==> src/rtl/demux_vr_n.sv <==
// demux_vr_n: 1-to-N valid/ready demultiplexer with a FIFO per output channel
module demux_vr_n #(
  parameter int DATA_W     = 10,
  parameter int N_OUT      = 4,
  parameter int SEL_W      = 2,
  parameter int FIFO_DEPTH = 2,
  parameter int MODE       = 0
) (
  input  logic                    clk,
  input  logic                    reset,
  input  logic                    in_valid,
  input  logic [DATA_W-1:0]       in_data,
  input  logic [SEL_W-1:0]        in_sel,
  output logic                    in_ready,
  output logic [N_OUT-1:0]        out_valid,
  output logic [N_OUT*DATA_W-1:0] out_data,
  input  logic [N_OUT-1:0]        out_ready,
  output logic [N_OUT-1:0]        fifo_full,
  output logic [SEL_W-1:0]        rr_ptr,
  output logic                    err_sel
);
  localparam int PW = $clog2(FIFO_DEPTH);
  localparam int CW = PW + 1;
  localparam logic [CW-1:0] DEPTH = CW'(FIFO_DEPTH);
  localparam logic [SEL_W:0] N_LIM = (SEL_W+1)'(N_OUT);
  logic [SEL_W-1:0] dst;
  logic sel_bad, accept;
  logic [N_OUT-1:0] push, pop;
  assign dst = (MODE != 0) ? rr_ptr : in_sel;
  assign sel_bad = (MODE == 0) && ({1'b0, in_sel} >= N_LIM);
  assign accept = in_valid && in_ready;
  assign pop = out_valid & out_ready;
  // ready when the destination FIFO has room; out-of-range selects are always sunk
  always_comb begin
    in_ready = sel_bad;
    for (int i = 0; i < N_OUT; i++)
      if (dst == SEL_W'(i) && !fifo_full[i]) in_ready = 1'b1;
  end
  for (genvar g = 0; g < N_OUT; g++) begin : g_ch
    logic [DATA_W-1:0] mem [FIFO_DEPTH];
    logic [PW-1:0] wp, rp;
    logic [CW-1:0] cnt;
    assign push[g] = accept && !sel_bad && dst == SEL_W'(g);
    assign out_valid[g] = cnt != '0;
    assign fifo_full[g] = cnt == DEPTH;
    // when empty, the slot behind the read pointer still holds the last popped word
    assign out_data[g*DATA_W +: DATA_W] = (cnt == '0) ? mem[rp - PW'(1)] : mem[rp];
    // channel FIFO storage, pointers and occupancy
    always_ff @(posedge clk) begin
      if (reset) begin
        wp <= '0;
        rp <= '0;
        cnt <= '0;
        for (int k = 0; k < FIFO_DEPTH; k++) mem[k] <= '0;
      end else begin
        if (push[g]) begin
          mem[wp] <= in_data;
          wp <= wp + PW'(1);
        end
        if (pop[g]) rp <= rp + PW'(1);
        cnt <= cnt + CW'(push[g]) - CW'(pop[g]);
      end
    end
  end
  // round-robin destination advances on every accepted word
  always_ff @(posedge clk) begin
    if (reset) rr_ptr <= '0;
    else if (MODE != 0 && accept) rr_ptr <= (rr_ptr == SEL_W'(N_OUT - 1)) ? '0 : rr_ptr + SEL_W'(1);
  end
  // sticky flag for accepted words with an out-of-range select
  always_ff @(posedge clk) begin
    if (reset) err_sel <= 1'b0;
    else if (accept && sel_bad) err_sel <= 1'b1;
  end
endmodule

==> config.mk <==
export PLATFORM = sky130hd
export DESIGN_NAME = demux_vr_n
export DESIGN_NICKNAME = d
export VERILOG_FILES = /design/src/rtl/demux_vr_n.sv
export SDC_FILE = /design/constraint.sdc
export NUM_CORES = 1
export LEC_CHECK = 0
export CAP_MARGIN = 20
export CORE_MARGIN = 10
export CORE_UTILIZATION = 44
export CTS_CLUSTER_DIAMETER = 80
export CTS_CLUSTER_SIZE = 14
export DETAILED_ROUTE_END_ITERATION = 8
export PLACE_DENSITY = 0.68
export SLEW_MARGIN = 30
export SYNTH_ARGS = -nofsm -noshare
export SYNTH_HDL_FRONTEND = slang
export SYNTH_SLANG_ARGS = --single-unit
==> constraint.sdc <==
create_clock -name clk -period 2.3 [get_ports clk]
set_input_delay 0.345 -clock clk [delete_from_list [all_inputs] [get_ports clk]]
set_output_delay 0.345 -clock clk [all_outputs]
set_load 0.05 [all_outputs]
==> flow_results.xml, run 1 <==
<?xml version="1.0" encoding="UTF-8"?>
<metrics>
  <group name="outcome">
    <metric name="status" unit="">finished clean</metric>
  </group>
  <group name="critical_path">
    <metric name="wp_data_required" unit="ns">1.96</metric>
    <metric name="arrival" unit="ns">1.89</metric>
    <metric name="worstSetupStartpointType" unit="">flip-flop</metric>
    <metric name="critical_path.max_fanout" unit="">10</metric>
    <metric name="timing.reg2reg.worst_path_depth" unit="">4</metric>
    <metric name="critical_path_class" unit="">flip-flop to output port</metric>
    <metric name="worst-r2r-setup-slack" unit="ns">0.43</metric>
    <metric name="worst_r2r_endpoint" unit="">g_ch[1].mem[0][4]</metric>
    <metric name="r2r_start" unit="">g_ch[1].cnt[0]</metric>
    <metric name="worstSetupEndpointType" unit="">output port</metric>
  </group>
  <group name="layout">
    <metric name="diodes" unit="">0</metric>
    <metric name="area_delta_synth_final" unit="%">22.8</metric>
    <metric name="drive_gt1_frac" unit="">0.307</metric>
    <metric name="final_core_utilization" unit="">0.556</metric>
    <metric name="nNetsFinal" unit="">459</metric>
  </group>
  <group name="timing">
    <metric name="setup-violations-final" unit="">0</metric>
    <metric name="max_slew.worst_pin.slew" unit="ns">0.624</metric>
    <metric name="max_transition_margin" unit="">0.583</metric>
    <metric name="fin_setup_tns" unit="ns">0</metric>
    <metric name="period_minus_slack" unit="ns">2.23</metric>
    <metric name="max_freq" unit="MHz">448</metric>
    <metric name="grt_setup_unrepaired" unit="">no</metric>
    <metric name="finClkSkew" unit="ns">0.0146</metric>
    <metric name="maxSlewViolCount" unit="">0</metric>
    <metric name="post-route-period-util" unit="">0.971</metric>
    <metric name="finalHoldViolations" unit="">0</metric>
  </group>
  <group name="detailed_routing">
    <metric name="antenna_left" unit="">0</metric>
    <metric name="top_metal_layer_carrying_routed_signals" unit="">met4</metric>
    <metric name="number_of_optimization_iterations_in_the_first_detailed_route_pass" unit="">7</metric>
    <metric name="wl_met1" unit="mm">4.11</metric>
    <metric name="routed_wire_per_std_cell" unit="um">17.1</metric>
    <metric name="drt_iter0_markers" unit="">162</metric>
    <metric name="met2_length" unit="mm">4.95</metric>
    <metric name="drc" unit="">0</metric>
    <metric name="routed_via_density" unit="">5.07</metric>
    <metric name="aggregate_routed_wire_length" unit="mm">9.83</metric>
    <metric name="routed-via-count" unit="">2903</metric>
    <metric name="route.met3.wl" unit="um">736</metric>
  </group>
  <group name="power">
    <metric name="peak_supply_drop" unit="uV">921</metric>
    <metric name="pwr_dens" unit="nW/um2">1370</metric>
    <metric name="p_clk_frac" unit="">0.138</metric>
    <metric name="p_comb_frac" unit="">0.554</metric>
    <metric name="net_switching_share_of_the_total_power" unit="">0.442</metric>
    <metric name="sequentialPowerShare" unit="">0.307</metric>
    <metric name="p_sw" unit="uW">3310</metric>
    <metric name="power.leakage" unit="uW">0.00210</metric>
    <metric name="internal-power" unit="uW">4180</metric>
  </group>
  <group name="cts">
    <metric name="clk_latency" unit="ns">0.36</metric>
    <metric name="h-tree-depth" unit="">3</metric>
    <metric name="cts_tree" unit="">done</metric>
    <metric name="path_clk_slew" unit="ns">0.09</metric>
    <metric name="cts_inserted_buffers" unit="">9</metric>
    <metric name="ctsRootBufferMaster" unit="">sky130_fd_sc_hd__clkbuf_8</metric>
    <metric name="cts-root-to-sink-buffers" unit="">2</metric>
    <metric name="cts.sink_count" unit="">100</metric>
  </group>
  <group name="synth">
    <metric name="synth_sequential_area_ratio" unit="">0.630</metric>
    <metric name="synth_top_flop_cell" unit="">sky130_fd_sc_hd__edfxtp_1</metric>
    <metric name="ys_ff_latch" unit="">100</metric>
    <metric name="async_reset_ff_frac" unit="">0</metric>
    <metric name="mappedNetlistArea" unit="um2">4450</metric>
    <metric name="synth_edf_count" unit="">80</metric>
    <metric name="postSynthCellCount" unit="">353</metric>
    <metric name="synth_area_per_cell" unit="um2">12.6</metric>
    <metric name="synth_cell_types" unit="">39</metric>
    <metric name="yosys_warnings" unit="">0</metric>
  </group>
  <group name="worst_hold_path">
    <metric name="launch_instance_of_the_worst_min_delay_path" unit="">g_ch[2].wp</metric>
    <metric name="worst_hold_path_type" unit="">flip-flop to flip-flop</metric>
    <metric name="hold_ep" unit="">g_ch[2].wp</metric>
    <metric name="hold-path-cell-count" unit="">2</metric>
  </group>
  <group name="grt">
    <metric name="grt_start_max_net_pins" unit="">21</metric>
    <metric name="gr-usage-all-layers" unit="">0.138</metric>
    <metric name="globalRoute.totalOverflow" unit="">0</metric>
    <metric name="antenna_violations_before_repair" unit="">0</metric>
    <metric name="first_global_vias" unit="">3072</metric>
    <metric name="grt_first_pass_wirelength" unit="mm">15.8</metric>
  </group>
  <group name="floorplan">
    <metric name="placeableCoreArea" unit="um2">9820</metric>
    <metric name="die_area" unit="um2">14500</metric>
    <metric name="rows" unit="">36</metric>
    <metric name="ios" unit="">71</metric>
    <metric name="chipWidth" unit="um">121</metric>
    <metric name="floorplan.initialDensity" unit="">0.453</metric>
    <metric name="floorplan.die.height" unit="um">121</metric>
  </group>
  <group name="placement">
    <metric name="port-buffer-count" unit="">67</metric>
    <metric name="post-dp-hpwl" unit="mm">7.07</metric>
    <metric name="globalplace.congestion" unit="">0.772</metric>
  </group>
  <group name="flow_run">
    <metric name="drv.max_cap_violation_count" unit="">0</metric>
  </group>
</metrics>
## power by group through the flow
stage	Clock (uW)	Sequential (uW)	Combinational (uW)
after floorplan	0	2300	2880
after global placement	0	2330	3860
after detailed placement	0	2340	3890
after CTS	1060	2300	4200
after global routing	1130	2340	4390
final	1040	2300	4150
## metrics by stage
stage | cell area, um2 | instances | hold WS (ns) | power [uW] | setup WS [ns]
2_1_floorplan | 4450 | 355 | 0.462 | 5190 | 0.317
3_3_place_gp | 5190 | 553 | 0.485 | 6200 | 0.127
3_5_place_dp | 5190 | 553 | 0.491 | 6230 | 0.0957
4_1_cts | 5450 | 573 | 0.508 | 7560 | 0.000917
5_1_grt | 5460 | 573 | 0.538 | 7860 | 0.00644
6_report | 5460 | 573 | 0.505 | 7490 | 0.0667
## per-layer routing
| metal | GRT usage | up-vias |
|---|---|---|
| met1 | 0.171 | 1408 |
| met2 | 0.232 | 93 |
| met4 | 0.0256 | 0 |
| li1 | - | 1400 |
| met3 | 0.0428 | 2 |
| met5 | 0 | - |
## registers in the layout (all words and copies together) (netlist names), named ones only
signal and flops:
g_ch.rp 4, g_ch.wp 4, g_ch.mem 80, g_ch.cnt 8
## cell families (layout without fill, tap and decap cells)
group                      Yosys count  after routing  share of synthesized area
and+or+nand+nor                    146            146                      0.148
DFF                                100            100                      0.630
muxes                               41             41                      0.107
buffers and inverters               27            112                     0.0329
AOI/OAI and AO/OA                   25             25                     0.0507
xor gates and xnor gates             8              8                     0.0158
adders and majority gates            5              5                     0.0141
other                                1              3                   0.000844
## cells in the mapped netlist (2+ instances only)
| library cell | n | area share |
|---|---|---|
| sky130_fd_sc_hd__a21oi_4 | 4 | 0.015 |
| sky130_fd_sc_hd__nor3_1 | 10 | 0.011 |
| sky130_fd_sc_hd__xor2_1 | 4 | 0.0079 |
| sky130_fd_sc_hd__buf_6 | 4 | 0.010 |
| sky130_fd_sc_hd__nor2_1 | 92 | 0.078 |
| sky130_fd_sc_hd__ha_1 | 5 | 0.014 |
| sky130_fd_sc_hd__a21oi_1 | 4 | 0.0045 |
| sky130_fd_sc_hd__o31a_1 | 2 | 0.0039 |
| sky130_fd_sc_hd__nand4_1 | 5 | 0.0070 |
| sky130_fd_sc_hd__mux2_2 | 40 | 0.10 |
| sky130_fd_sc_hd__clkbuf_1 | 8 | 0.0068 |
| sky130_fd_sc_hd__o31ai_1 | 4 | 0.0068 |
| sky130_fd_sc_hd__o21a_1 | 4 | 0.0068 |
| sky130_fd_sc_hd__inv_2 | 3 | 0.0025 |
| sky130_fd_sc_hd__nand2b_2 | 2 | 0.0039 |
| sky130_fd_sc_hd__nor2b_1 | 2 | 0.0028 |
| sky130_fd_sc_hd__nand2_1 | 19 | 0.016 |
| sky130_fd_sc_hd__nand2b_1 | 3 | 0.0042 |
| sky130_fd_sc_hd__dfxtp_1 | 20 | 0.090 |
| sky130_fd_sc_hd__or2_1 | 3 | 0.0042 |
| sky130_fd_sc_hd__and2_1 | 2 | 0.0028 |
| sky130_fd_sc_hd__xnor2_1 | 4 | 0.0079 |
| sky130_fd_sc_hd__or4_4 | 4 | 0.010 |
| sky130_fd_sc_hd__inv_1 | 7 | 0.0059 |
| sky130_fd_sc_hd__buf_4 | 3 | 0.0051 |
| sky130_fd_sc_hd__a21bo_2 | 2 | 0.0045 |
| sky130_fd_sc_hd__o311ai_0 | 2 | 0.0039 |
| sky130_fd_sc_hd__edfxtp_1 | 80 | 0.54 |
## cells in the final DEF (no fill, tap or decap), types with 2 or more instances in the layout
master | synthesis | routed
sky130_fd_sc_hd__nor2_1 | 92 | 92
sky130_fd_sc_hd__edfxtp_1 | 80 | 80
sky130_fd_sc_hd__buf_4 | 3 | 55
sky130_fd_sc_hd__mux2_2 | 40 | 40
sky130_fd_sc_hd__clkdlybuf4s50_1 | 0 | 25
sky130_fd_sc_hd__nand2_1 | 19 | 19
sky130_fd_sc_hd__dfxtp_1 | 20 | 19
sky130_fd_sc_hd__nor3_1 | 10 | 10
sky130_fd_sc_hd__clkbuf_8 | 0 | 9
sky130_fd_sc_hd__inv_1 | 7 | 7
sky130_fd_sc_hd__nand4_1 | 5 | 5
sky130_fd_sc_hd__ha_1 | 5 | 5
sky130_fd_sc_hd__o21a_1 | 4 | 4
sky130_fd_sc_hd__a21oi_4 | 4 | 4
sky130_fd_sc_hd__or4_4 | 4 | 4
sky130_fd_sc_hd__xnor2_1 | 4 | 4
sky130_fd_sc_hd__o31ai_1 | 4 | 4
sky130_fd_sc_hd__a21oi_1 | 4 | 4
sky130_fd_sc_hd__xor2_1 | 4 | 4
sky130_fd_sc_hd__buf_12 | 0 | 4
sky130_fd_sc_hd__or2_1 | 3 | 3
sky130_fd_sc_hd__inv_2 | 3 | 3
sky130_fd_sc_hd__nand2b_1 | 3 | 3
sky130_fd_sc_hd__conb_1 | 1 | 3
sky130_fd_sc_hd__clkinv_4 | 0 | 3
sky130_fd_sc_hd__nand2b_2 | 2 | 2
sky130_fd_sc_hd__and2_1 | 2 | 2
sky130_fd_sc_hd__nor2b_1 | 2 | 2
sky130_fd_sc_hd__o311ai_0 | 2 | 2
sky130_fd_sc_hd__a21bo_2 | 2 | 2
sky130_fd_sc_hd__o31a_1 | 2 | 2
sky130_fd_sc_hd__inv_8 | 0 | 2
## cell type report
type                    count  area (um2)
well taps                 133         166
clock inverters             6        56.3
inverters                  11        43.8
fillers                   861        4360
repair buffers             85         754
flip-flops and latches    100        2810
multi-input cells         228        1500
clock buffers              10         128
## repair_timing
item	4_1_cts	5_1_grt
pin swaps	4	0
endpoints found under the setup margin	40	10
hold buffers	0	0
setup buffers	4	0
gates resized for setup	0	3
gates cloned	0	0
endpoints found under the hold margin	0	0
## worst max-delay path, stage by stage, from the launching register on
cell                      delay, ns
sky130_fd_sc_hd__dfxtp_4       0.38
sky130_fd_sc_hd__or2_2         0.33
sky130_fd_sc_hd__a21oi_4       0.15
sky130_fd_sc_hd__buf_12        0.15
sky130_fd_sc_hd__mux2_2        0.37
sky130_fd_sc_hd__buf_6         0.16
## how the worst max path moves through the flow
stage / endpoint / start / slack (ns) / cells past startpoint
floorplan: out_data[10] / g_ch[1].cnt[1] / 0.32 / 3
global route: fifo_full[1] / g_ch[1].cnt[0] / 0.006 / 3
global placement: g_ch[0].mem[0][1] / in_sel[0] / 0.13 / 4
finish: out_data[24] / g_ch[2].cnt[1] / 0.07 / 5
detailed placement: g_ch[2].mem[0][1] / in_sel[0] / 0.1 / 4
CTS: out_data[24] / g_ch[2].cnt[1] / 0.0009 / 5
No activity file was read; power rests on OpenSTA's default activity.
==> run 2: changes to the inputs <==
--- a/config.mk
+++ b/config.mk
@@ -5,11 +5,10 @@
 export SDC_FILE = /design/constraint.sdc
 export NUM_CORES = 1
 export LEC_CHECK = 0
-export CAP_MARGIN = 20
 export CORE_MARGIN = 10
 export CORE_UTILIZATION = 44
 export CTS_CLUSTER_DIAMETER = 80
-export CTS_CLUSTER_SIZE = 14
+export CTS_CLUSTER_SIZE = 16
 export DETAILED_ROUTE_END_ITERATION = 8
 export PLACE_DENSITY = 0.68
 export SLEW_MARGIN = 30
==> results of run 2 <==
Final layout, timing and power as in run 1 (identical DEF).
==> run 3: changes to the inputs <==
--- a/config.mk
+++ b/config.mk
@@ -5,11 +5,13 @@
 export SDC_FILE = /design/constraint.sdc
 export NUM_CORES = 1
 export LEC_CHECK = 0
+export ABC_CLOCK_PERIOD_IN_PS = 2300
 export CORE_MARGIN = 10
 export CORE_UTILIZATION = 44
 export CTS_CLUSTER_DIAMETER = 80
 export CTS_CLUSTER_SIZE = 16
 export DETAILED_ROUTE_END_ITERATION = 8
+export GPL_ROUTABILITY_DRIVEN = 1
 export PLACE_DENSITY = 0.68
 export SLEW_MARGIN = 30
 export SYNTH_ARGS = -nofsm -noshare
==> results of run 3 <==
Final layout, timing and power as in run 1 (identical DEF).
==> patch (config.mk and constraints of run 2) <==
Change the parameter `FIFO_DEPTH` from 2 to 4.
--- a/src/rtl/demux_vr_n.sv
+++ b/src/rtl/demux_vr_n.sv
@@ -5,3 +5,3 @@
   parameter int SEL_W      = 2,
-  parameter int FIFO_DEPTH = 2,
+  parameter int FIFO_DEPTH = 4,
   parameter int MODE       = 0
Formal check against the unedited RTL: not equivalent (a bounded check fails within 4 cycles, from zero or initial values and one cycle with reset high).
==> patch against run 2 <==
Worst hold slack lost 0.12 ns; design area is 130% higher; area after synthesis up 120%; routed wire length is 150% higher; worst setup slack got worse by 0.078 ns; total power is 120% higher; combinational power up 120%; critical path depth grew 5; fmax down 3.4%; sequential cell count increased by 96; the flow now finishes with violations (negative setup slack); non-clock buffer count up 64.
==> patch: results (changes against run 2) <==
* Outcome: finished, violations left (was finished, final reports clean)
* Violated checks: negative setup slack
* Root buf cell: clkbuf_16 (was clkbuf_8)
* Worst ir drop on vdd at 0.000768 V (was 0.000921 V)
* Post-synth EDFFs at 160 (was 80)
* Top FF cell, synth: edfxtp_1 (unchanged)
* Pin count of the biggest net entering global routing at 59 (was 21)
* WL/cell at 21.7 um (was 17.1 um)
* Hold depth at 3 (was 2)
* Port bufs at 67 (unchanged)
* Clk buf depth at 2 (unchanged)
* Layout Nets at 853 (was 459)
* Clock slew at reported path FFs at 0.07 ns (was 0.09 ns)
* Biggest regs: g_ch.mem (160), g_ch.cnt (12) (was g_ch.mem (80), g_ch.cnt (8))
* Drt drc at 0 (unchanged)
* First-pass DRT Iterations at 7 (unchanged)
* First-pass GRT wire length at 37.1 mm (was 15.8 mm)
* Largest Register: g_ch.mem (unchanged)
* FFs w/ async S/R, synth at 0% (unchanged)
* Clk_lat worst skew at 0.43 ns (was 0.36 ns)
* Data arrival, critical path at 2.66 ns (was 1.89 ns)
* DR iter-0 viols at 588 (was 162)
* Met3 usage at 3.89% (was 4.28%)
* Via/cell ratio at 5.75 (was 5.07)
* Yosys cell types at 41 (was 39)
* Critical path fanouts, max at 6 (was 10)
* Vias in the first global route at 6653 (was 3072)
* Worst Slack Setup Final at -0.0115 ns (was 0.0667 ns)
* P_leak at 0.00474 uW (was 0.00210 uW)
* Final Skew at 0.0128 ns (was 0.0146 ns)
* Endpoint, Worst Hold: g_ch[2].rp[0] (was g_ch[2].wp)
* Share of layout cells above drive strength 1 at 39.4% (was 30.7%)
* Final hold slack at 0.384 ns (was 0.505 ns)
* Hold path startpoint: reset (was g_ch[2].wp)
* Grt met2 use at 28.3% (was 23.2%)
* Commonest cells in the netlist: 176 x nor2_1, 160 x edfxtp_1, 81 x mux4_2, 41 x clkbuf_1, 40 x mux2_2 (was 92 x nor2_1, 80 x edfxtp_1, 40 x mux2_2, 20 x dfxtp_1, 19 x nand2_1)
* H-tree Lvls at 4 (was 3)
* Ranking of synthesized cells by area: edfxtp_1 49%, mux4_2 19%, dfxtp_1 7.3%, nor2_1 6.7%, mux2_2 4.6% (was edfxtp_1 54%, mux2_2 10%, dfxtp_1 9.0%, nor2_1 7.8%, nand2_1 1.6%)
* Final RePlAce weighted congestion at 0.796 (was 0.772)
* Hold WC Path Type: input pin to flop (was flop to flop)
* Reg2Reg Depth at 10 (was 4)
* Seq/Total Area, Yosys at 56.1% (was 63.0%)
* Count of final setup violators at 1 (was 0)
* CTS Buf Count at 17 (was 9)
* N_diodes at 0 (unchanged)
* Detailed Place HPWL at 16.0 mm (was 7.07 mm)
* FF-to-FF Start: g_ch[3].cnt[2] (was g_ch[1].cnt[0])
* CP Class: flop to flop (was flop to primary output)
* Worst R2R End: g_ch[3].cnt[2] (was g_ch[1].mem[0][4])
* Initial antenna violation count at 0 (unchanged)
* Total GRT Usage at 16.7% (was 13.8%)
* Sum Neg Setup Slack at -0.0115 ns (was 0 ns)
* Total number of yosys warnings at 0 (unchanged)
* Routing usage on met1 at 20.9% (was 17.1%)
-- patch: worst max-delay path, stage by stage, from the launching register on --
cell	delay [ns]
dfxtp_4	0.37
o31ai_2	0.32
inv_1	0.12
ha_1	0.31
inv_1	0.06
ha_1	0.13
inv_1	0.06
fa_1	0.39
xor2_1	0.17
and2_1	0.16
nor3_1	0.13
-- patch: layout make-up --
type                    count  area (um2)
fillers                  1696        9160
well taps                 280         350
flip-flops and latches    196        5580
repair buffers            149        2020
clock inverters            14         196
inverters                  34         128
clock buffers              18         439
multi-input cells         424        4020
-- patch: what timing repair did --
item	in CTS	in global routing
pin swaps	1	1
setup buffers	2	6
setup endpoints to repair	41	42
cloned	0	4
resized for setup	56	28
-- patch: how the worst max path moves through the flow --
stage	endpoint	slack [ns]
floorplan	g_ch[0].mem[1][0]	0.18
global placement	g_ch[2].cnt[2]	-0.17
detailed placement	g_ch[2].cnt[2]	-0.25
CTS	in_ready	-0.002
global route	g_ch[3].cnt[2]	-0.09
finish	g_ch[3].cnt[2]	-0.01
-- patch: cells by family (layout without fill, tap and decap cells) --
| group | count (synthesis) | count (layout) | synth area share, % |
|---|---|---|---|
| AND/OR/NAND/NOR | 246 | 246 | 11.5 |
| flip-flops | 196 | 196 | 56.1 |
| multiplexers | 121 | 121 | 23.1 |
| buffers and inverters | 100 | 215 | 4.29 |
| AO/OA/AOI/OAI | 28 | 28 | 1.93 |
| XOR/XNOR | 14 | 14 | 1.24 |
| adder cells (fa/ha/maj) | 12 | 12 | 1.83 |
| other | 1 | 3 | 0.0381 |
-- patch: through the flow --
step,instances,worst slack [ns],utilization [%],cell area (um2)
6_report,1115,-0.0115,58.1,12700
5_1_grt,1115,-0.0909,58.1,12700
4_1_cts,1105,-0.00191,57.0,12500
3_5_place_dp,1073,-0.251,53.4,11700
3_3_place_gp,1073,-0.170,53.4,11700
2_1_floorplan,720,0.183,-,9860
-- patch: power breakdown --
group / internal, uW / leakage (uW) / total (uW) / switching [uW]
clock: 1860 / 0.000304 / 3160 / 1300
sequential: 4230 / 0.00196 / 4720 / 485
combinational: 4490 / 0.00247 / 8940 / 4450
total: 10600 / 0.00474 / 16800 / 6230
-- patch: layer usage --
layer	wire, um	vias up
met2	12100	274
met4	454	0
met3	1930	31
met1	9710	3268
met5	0	-
li1	-	2836
